$ cat config.mk
export PLATFORM = sky130hd
export DESIGN_NAME = alu_flat
export DESIGN_NICKNAME = d
export VERILOG_FILES = /design/src/rtl/alu_pkg.sv /design/src/rtl/alu_if.sv /design/src/rtl/alu_addsub.sv /design/src/rtl/alu.sv /design/src/flat_wrapper.sv
export SDC_FILE = /design/constraint.sdc
export NUM_CORES = 1
export LEC_CHECK = 0
export BUFFER_PORTS_ARGS = -buffer_cell sky130_fd_sc_hd__buf_2
export CORE_ASPECT_RATIO = 0.7
export CORE_UTILIZATION = 46
export DETAILED_ROUTE_END_ITERATION = 8
export HOLD_SLACK_MARGIN = 0.15
export PLACE_DENSITY = 0.71
export SETUP_SLACK_MARGIN = 0.4
export SKIP_LAST_GASP = 1
export SYNTH_ARGS = -nofsm -noshare
export SYNTH_HDL_FRONTEND = slang
export SYNTH_SLANG_ARGS = --single-unit
$ cat constraint.sdc
create_clock -name clk -period 12.1 [get_ports clk]
set_clock_uncertainty 0.15 [all_clocks]
set_input_delay 2.42 -clock clk [delete_from_list [all_inputs] [get_ports clk]]
set_output_delay 2.42 -clock clk [all_outputs]
set_load 0.01 [all_outputs]
$ cat src/rtl/alu_pkg.sv
// Shared opcode encodings for the execute-stage ALU.
package alu_pkg;

    localparam int ALU_OP_W = 4;

    localparam logic [ALU_OP_W-1:0] ALU_ADD = 4'b0001;
    localparam logic [ALU_OP_W-1:0] ALU_SUB = 4'b0010;
    localparam logic [ALU_OP_W-1:0] ALU_AND = 4'b0100;
    localparam logic [ALU_OP_W-1:0] ALU_OR  = 4'b1000;

endpackage

$ cat src/rtl/alu_if.sv
// Operand/result bundle between the execute stage and the ALU.
interface alu_if #(
    parameter int WIDTH = 32
);
    import alu_pkg::*;

    logic [ALU_OP_W-1:0] op;
    logic [WIDTH-1:0]    A;
    logic [WIDTH-1:0]    B;
    logic [WIDTH-1:0]    ALUOut;
    logic                Neg;
    logic                Zero;
    logic                Overflow;

    modport master (
        output op, A, B,
        input  ALUOut, Neg, Zero, Overflow
    );

    modport slave (
        input  op, A, B,
        output ALUOut, Neg, Zero, Overflow
    );

endinterface

$ cat src/rtl/alu_addsub.sv
// Shared adder for ADD and SUB; SUB computes a + ~b + 1 with carry-out dropped.
module alu_addsub #(
    parameter int WIDTH = 32
) (
    input  logic [WIDTH-1:0] a,
    input  logic [WIDTH-1:0] b,
    input  logic             sub,
    output logic [WIDTH-1:0] sum,
    output logic             ovf
);

    logic [WIDTH-1:0] b_eff;

    always_comb begin
        b_eff = sub ? ~b : b;
        sum   = a + b_eff + {{(WIDTH-1){1'b0}}, sub};
        // Comparing against the effective operand covers both the ADD and SUB overflow rules.
        ovf   = (a[WIDTH-1] == b_eff[WIDTH-1]) && (sum[WIDTH-1] != a[WIDTH-1]);
    end

endmodule

$ cat src/rtl/alu.sv
// 32-bit one-hot-opcode ALU with a single registered result/flag stage.
module alu
    import alu_pkg::*;
#(
    parameter int WIDTH = 32
) (
    input  logic  clk,
    input  logic  rst_n,
    alu_if.slave  bus
);

    logic [WIDTH-1:0] as_sum;
    logic             as_ovf;
    logic             as_sub;

    logic [WIDTH-1:0] alu_out_d, alu_out_q;
    logic             neg_d, neg_q;
    logic             zero_d, zero_q;
    logic             ovf_d, ovf_q;

    assign as_sub = (bus.op == ALU_SUB);

    alu_addsub #(.WIDTH(WIDTH)) u_addsub (
        .a   (bus.A),
        .b   (bus.B),
        .sub (as_sub),
        .sum (as_sum),
        .ovf (as_ovf)
    );

    always_comb begin
        alu_out_d = '0;
        ovf_d     = 1'b0;
        case (bus.op)
            ALU_ADD: begin
                alu_out_d = as_sum;
                ovf_d     = as_ovf;
            end
            ALU_SUB: begin
                alu_out_d = as_sum;
                ovf_d     = as_ovf;
            end
            ALU_AND: alu_out_d = bus.A & bus.B;
            ALU_OR:  alu_out_d = bus.A | bus.B;
            default: begin
                alu_out_d = '0;
                ovf_d     = 1'b0;
            end
        endcase
        neg_d  = alu_out_d[WIDTH-1];
        zero_d = (alu_out_d == '0);
    end

    always_ff @(posedge clk) begin
        if (!rst_n) begin
            alu_out_q <= '0;
            neg_q     <= 1'b0;
            zero_q    <= 1'b1;
            ovf_q     <= 1'b0;
        end else begin
            alu_out_q <= alu_out_d;
            neg_q     <= neg_d;
            zero_q    <= zero_d;
            ovf_q     <= ovf_d;
        end
    end

    assign bus.ALUOut   = alu_out_q;
    assign bus.Neg      = neg_q;
    assign bus.Zero     = zero_q;
    assign bus.Overflow = ovf_q;

endmodule

$ cat src/flat_wrapper.sv
// flat-port wrapper written by rule: the top's interface ports become plain ports
module alu_flat import alu_pkg::*;
#(
    parameter int WIDTH = 32
)
  (clk, rst_n, bus_op, bus_A, bus_B, bus_ALUOut, bus_Neg, bus_Zero, bus_Overflow);
  alu_if #(.WIDTH(WIDTH)) bus_i ();
  input  logic clk;
  input  logic rst_n;
  input wire logic [$bits(bus_i.op)-1:0] bus_op;
  input wire logic [$bits(bus_i.A)-1:0] bus_A;
  input wire logic [$bits(bus_i.B)-1:0] bus_B;
  output wire logic [$bits(bus_i.ALUOut)-1:0] bus_ALUOut;
  output wire logic [$bits(bus_i.Neg)-1:0] bus_Neg;
  output wire logic [$bits(bus_i.Zero)-1:0] bus_Zero;
  output wire logic [$bits(bus_i.Overflow)-1:0] bus_Overflow;
  assign bus_i.op = bus_op;
  assign bus_i.A = bus_A;
  assign bus_i.B = bus_B;
  assign bus_ALUOut = bus_i.ALUOut;
  assign bus_Neg = bus_i.Neg;
  assign bus_Zero = bus_i.Zero;
  assign bus_Overflow = bus_i.Overflow;
  alu #(.WIDTH(WIDTH)) u_core (.clk(clk), .rst_n(rst_n), .bus(bus_i));
endmodule
## Word-level counts from Yosys, hierarchy flattened

Index checks and enable logic that the tools add are counted.

| word-level totals | value |
|---|---|
| register bits | 35 |
| bits of input ports | 70 |
| output and inout port bits | 35 |
| word-level logic and storage cells | 21 |

| cells by class | value |
|---|---|
| $add $sub $neg | 2 |
| equal/unequal tests | 6 |
| multiplexer cells | 2 |
| bitwise gates (word level) | 3 |
| reduce and logical (&&, ||, !) cells | 4 |

Operator list:

| cell | count |
|---|---|
| 32-bit one-hot mux with 3 select lines | 1 |
| 32-bit by 1-bit adder with 32-bit output | 1 |
| 32-bit adder | 1 |
| 32-bit bitwise AND | 1 |
| 32-bit zero test | 1 |
| 32-bit two-way mux | 1 |
| 32-bit NOT | 1 |
| 32-bit OR | 1 |
| 4-bit by 1-bit == test with 1-bit output, second input constant | 1 |
| 4-bit by 2-bit == test with 1-bit output, second input constant | 1 |
| 4-bit by 3-bit == test with 1-bit output, second input constant | 1 |
| 4-bit == test, second input constant | 1 |
| 2-bit AND reduction | 1 |
| 2-bit OR reduction | 1 |
| 1-bit == test | 1 |
| 1-bit logical AND | 1 |
| 1-bit inequality test | 1 |

## Depth between registers and ports, before layout

| logic depth | value |
|---|---|
| depth after elaboration | 6 |
| mapped depth | 16 |
| mapped depth without buffers | 14 |

## Hierarchy

Synthesis repeated with hierarchy kept, for this count alone.

| second synthesis, totals | value |
|---|---|
| cells, all modules | 592 |
| area total of the unflattened synthesis | 4,157.7 um^2 |

By module, submodules not included:

| module | times used | cells an instance | area an instance (um^2) | seq. area each (um^2) |
|---|---|---|---|---|
| alu_addsub | 1 | 316 | 2,247.2 | 0.0 |
| alu | 1 | 276 | 1,910.6 | 680.7 |

## Worst setup path before layout

Ideal clock, no wire load.

| timing path | value |
|---|---|
| kind | input-to-reg |
| start point | in bus_op[3] |
| end point | reg u_core.zero_q, in the netlist u_core.bus.Zero |
| setup time | 96 ps |
| arrival time | 5,991 ps |
| path slack | 5,863 ps |
| stages on the path | 15 |
| path buffers | 2 |
| cell sequence | nor4b_2 > buf_6 > clkbuf_1 > xor2_1 > ha_1 > a21o_1 > a21o_1 > a221o_1 > a31oi_4 > o31ai_2 > a21oi_2 > xnor2_1 > a222oi_1 > or4b_1 > o41ai_2 |

| on the way | value |
|---|---|
| cells in the longest elaborated chain, start to end | 6 |
| elaborated cells between the ends (all ways) | 10 |
| those cells by class | 2 x add/sub; 4 x eq/ne; 2 x mux; 2 x reduce/logical |

Ends and longest elaborated chain:

| item | RTL line | text |
|---|---|---|
| from (decl) | flat_wrapper.sv:10 | `input wire logic [$bits(bus_i.op)-1:0] bus_op;` |
| 4-bit by 2-bit == test with 1-bit output | alu.sv:21, alu.sv:34 |  |
| 32-bit two-way mux | alu_addsub.sv:15 | `b_eff = sub ? ~b : b;` |
| 32-bit adder | alu_addsub.sv:16 | `sum = a + b_eff + {{(WIDTH-1){1'b0}}, sub};` |
| 32-bit by 1-bit adder with 32-bit output | alu_addsub.sv:16 |  |
| 32-bit one-hot mux with 3 select lines * | alu.sv:34 | `case (bus.op)` |
| 32-bit zero test * | alu.sv:51 | `zero_d = (alu_out_d == '0);` |
| to (signal assigned) | alu.sv:63 | `zero_q <= zero_d;` |
| to (decl) | alu.sv:18 | `logic zero_d, zero_q;` |

Every way passes the cells marked *; elsewhere a longest branch is shown, timed or not.
A chain may end at the register's enable or synchronous reset.

## Final worst setup path

Same ends and word-level chain as after synthesis.

==> reports/metrics.csv <==
stage;metric;value;unit
drt;drc violations;0;
sta;Worst Max-Slew Pin Slew;800;ps
final_layout;Design Area, Final;4860;um^2
clocking;CTS tree;yes;
critical_path;Worst Path Arrival;6980;ps
critical_path;crit path from;bus_op[3];
floorplanning;die width;115;um
power;power per cell area;94.1;nW/um^2
floorplanning;Starting Density;48.2;%
synthesis;Syn Inst Count;523;
synthesis;Seq cells post-synth;34;
placement;placed cell area;4720;um^2
clocking;post-CTS setup buffer count;0;
min_path;hold crit path type;input port to register;
critical_path;Worst Path Class, Setup;input port to register;
drt;Post-Route WL;13.0;mm
final_layout;final net count;718;
clocking;Clock transition at path regs;50;ps
drt;drt first-iter violations;570;
global_route;global-route usage over all layers;27.7;%
critical_path;Crit Path Max Fanout;33;
sta;Hold WS;2330;ps
critical_path;Crit path max-delay family;compound AO/OA/AOI/OAI gates;
floorplanning;Die H;81.1;um
global_route;grt total ovfl;0;
synthesis;Post-Syn Nets;631;
critical_path;worst-path cell chain;buf_2 > nor4b_4 > buf_4 > xor2_1 > inv_1 > fa_1 > nor2b_1 > o21ai_1 > a2111oi_0 > a211oi_1 > xnor2_1 > a221oi_1 > o2111ai_1 > nor4_1 > nand4_1 > o41ai_2;
critical_path;critical path's slowest cell;buf_4;
global_route;initial antenna violation count;0;
sta;final setup TNS;0;ps
placement;port bufs;104;
floorplanning;die area;9340;um^2
critical_path;CP startpoint kind;input port;
critical_path;endpoint class of the critical path;register;
synthesis;syn_area_per_cell;7.87;um^2
critical_path;WP buf/inv;3;
clocking;cts repair resizes;0;
synthesis;Syn. warnings;0;
synthesis;synthesized area;4120;um^2
critical_path;max incr delay on CP;530;ps
placement;DP HPWL;10.3;mm
power;leakage;2.34;nW
min_path;hold path startpoint;bus_B[27];
critical_path;Required @ worst endpoint;12120;ps
sta;Final Max Tran Viols;0;
drt;DR vias;4490;
drt;DR vias/cell;6.16;
run_status;outcome;complete, no violations;
synthesis;Post-synth EDFFs;0;
clocking;# hold bufs at CTS;0;
flow_run;Max-Cap Viols;0;
global_route;first-pass GRT wire length;20.2;mm
final_layout;most frequent cells in the layout;buf_2, a21oi_1, nand2_1, ha_1, xor2_1;
final_layout;share of cells above drive strength 1;21.5;%
clocking;Max clock buf depth;2;
final_layout;commonest non-fill, non-tap cell in the layout;buf_2;
drt;drt first pass iters;6;
floorplanning;I/O pins;105;
final_layout;Synth-to-Final Area Change;18.0;%
clocking;H-tree levels;2;
floorplanning;Core Rows;28;
global_route;vias in the first global route;3966;
clocking;clock root cell;clkbuf_16;
drt;DRT antenna net count;0;
floorplanning;area of the core;8550;um^2
sta;Tcrit/Tclk final;57.5;%
sta;Hold Violations, Final;0;
clocking;CTS sink cnt;34;
sta;Rel. slew slack;46.7;%
synthesis;post-synthesis cell type count;72;
synthesis;FFs w/ async S/R, synth;0;%
synthesis;sequential share of the synthesized area;16.5;%
clocking;total CTS buffers;5;
sta;post-route minimum period;6960;ps
placement;Final Wtd Congestion;0.997;
min_path;Worst Hold Path EP;u_core.bus.ALUOut[27];
global_route;largest net degree at the start of global routing;55;
synthesis;Synth Flop Type;dfxtp_1;
sta;Max Fclk;144;MHz
sta;RSZ-0062 raised after global routing;no;
drt;Routed wire per std cell;17.8;um
power;Max IR drop VDD;58.3;uV
min_path;WHS Path Cells;3;
sta;Final setup viols;0;
final_layout;n_diodes;0;
state kept, by name, indices dropped and copies added (netlist names):
signal               cells
u_core.bus.Neg           1
u_core.bus.Zero          1
u_core.bus.Overflow      1
u_core.bus.ALUOut       31
where the power goes:
group          switching [mW]  total [mW]  internal, mW
Clock                  0.0443       0.124        0.0794
Sequential            0.00186       0.120         0.118
Combinational           0.126       0.213        0.0867
Total                   0.172       0.457         0.284
cells in the mapped netlist, types with 4 or more instances:
cell type	number	share of area, %
a21o_1	32	5.8
a21oi_1	43	5.2
a221oi_1	7	1.5
a222oi_1	6	1.5
a22oi_1	11	2.0
and2_1	15	2.3
and3_1	5	0.76
clkbuf_1	23	2.1
dfxtp_1	34	17
ha_1	37	11
inv_1	13	1.2
nand2_1	37	3.4
nand2b_1	7	1.1
nand3_1	11	1.3
nand4_1	8	1.2
nor2_1	25	2.3
nor2b_1	25	3.8
nor3_1	7	0.85
o211ai_1	7	1.3
o21a_1	8	1.5
o21ai_0	25	3.0
o21ai_1	4	0.49
o21bai_1	4	0.73
xnor2_1	16	3.4
xor2_1	36	7.7
kinds of logic (layout without fill, tap and decap cells):
| kind of cell | count (synthesis) | in the layout | synth area share (%) |
|---|---|---|---|
| compound gates | 193 | 193 | 34.7 |
| fa+ha+maj | 38 | 38 | 11.7 |
| xor+xnor | 52 | 52 | 11.1 |
| simple gates | 162 | 162 | 21.3 |
| buf+inv | 42 | 128 | 4.19 |
| flops | 34 | 34 | 16.5 |
| mux | 2 | 2 | 0.486 |
per-layer routing:
| layer | vias up | GRT usage (%) | part of all wire [%] |
|---|---|---|---|
| li1 | 2117 | - | - |
| met4 | 0 | 4.81 | 0.91 |
| met2 | 232 | 41.5 | 41 |
| met3 | 18 | 4.93 | 9.3 |
| met1 | 2123 | 41.1 | 49 |
| met5 | - | 0 | 0 |
how the worst max path moves through the flow:
stage          slack, ps         endpoint  cells past startpoint
6_report            5140  u_core.bus.Zero                     16
5_1_grt             4890  u_core.bus.Zero                     16
4_1_cts             5200  u_core.bus.Zero                     16
3_5_place_dp        4940  u_core.bus.Zero                     16
3_3_place_gp        4950  u_core.bus.Zero                     16
2_1_floorplan       5860  u_core.bus.Zero                     15
final cells by class:
| class | instances | area [um^2] |
|---|---|---|
| Inverter | 13 | 48.8 |
| Tap cell | 120 | 150 |
| Multi-Input combinational cell | 447 | 3280 |
| Clock buffer | 6 | 139 |
| Timing Repair Buffer | 109 | 558 |
| Sequential cell | 34 | 681 |
| Fill cell | 839 | 3690 |
per-stage QoR:
step | worst slack (ps) | utilization, % | total power, mW | instances
6_report | 5140 | 56.8 | 0.457 | 729
5_1_grt | 4890 | 56.8 | 0.482 | 729
4_1_cts | 5200 | 56.8 | 0.453 | 729
3_5_place_dp | 4940 | 55.2 | 0.329 | 723
3_3_place_gp | 4950 | 55.2 | 0.326 | 723
2_1_floorplan | 5860 | - | 0.268 | 523
Power figures use the tool's default switching activity.
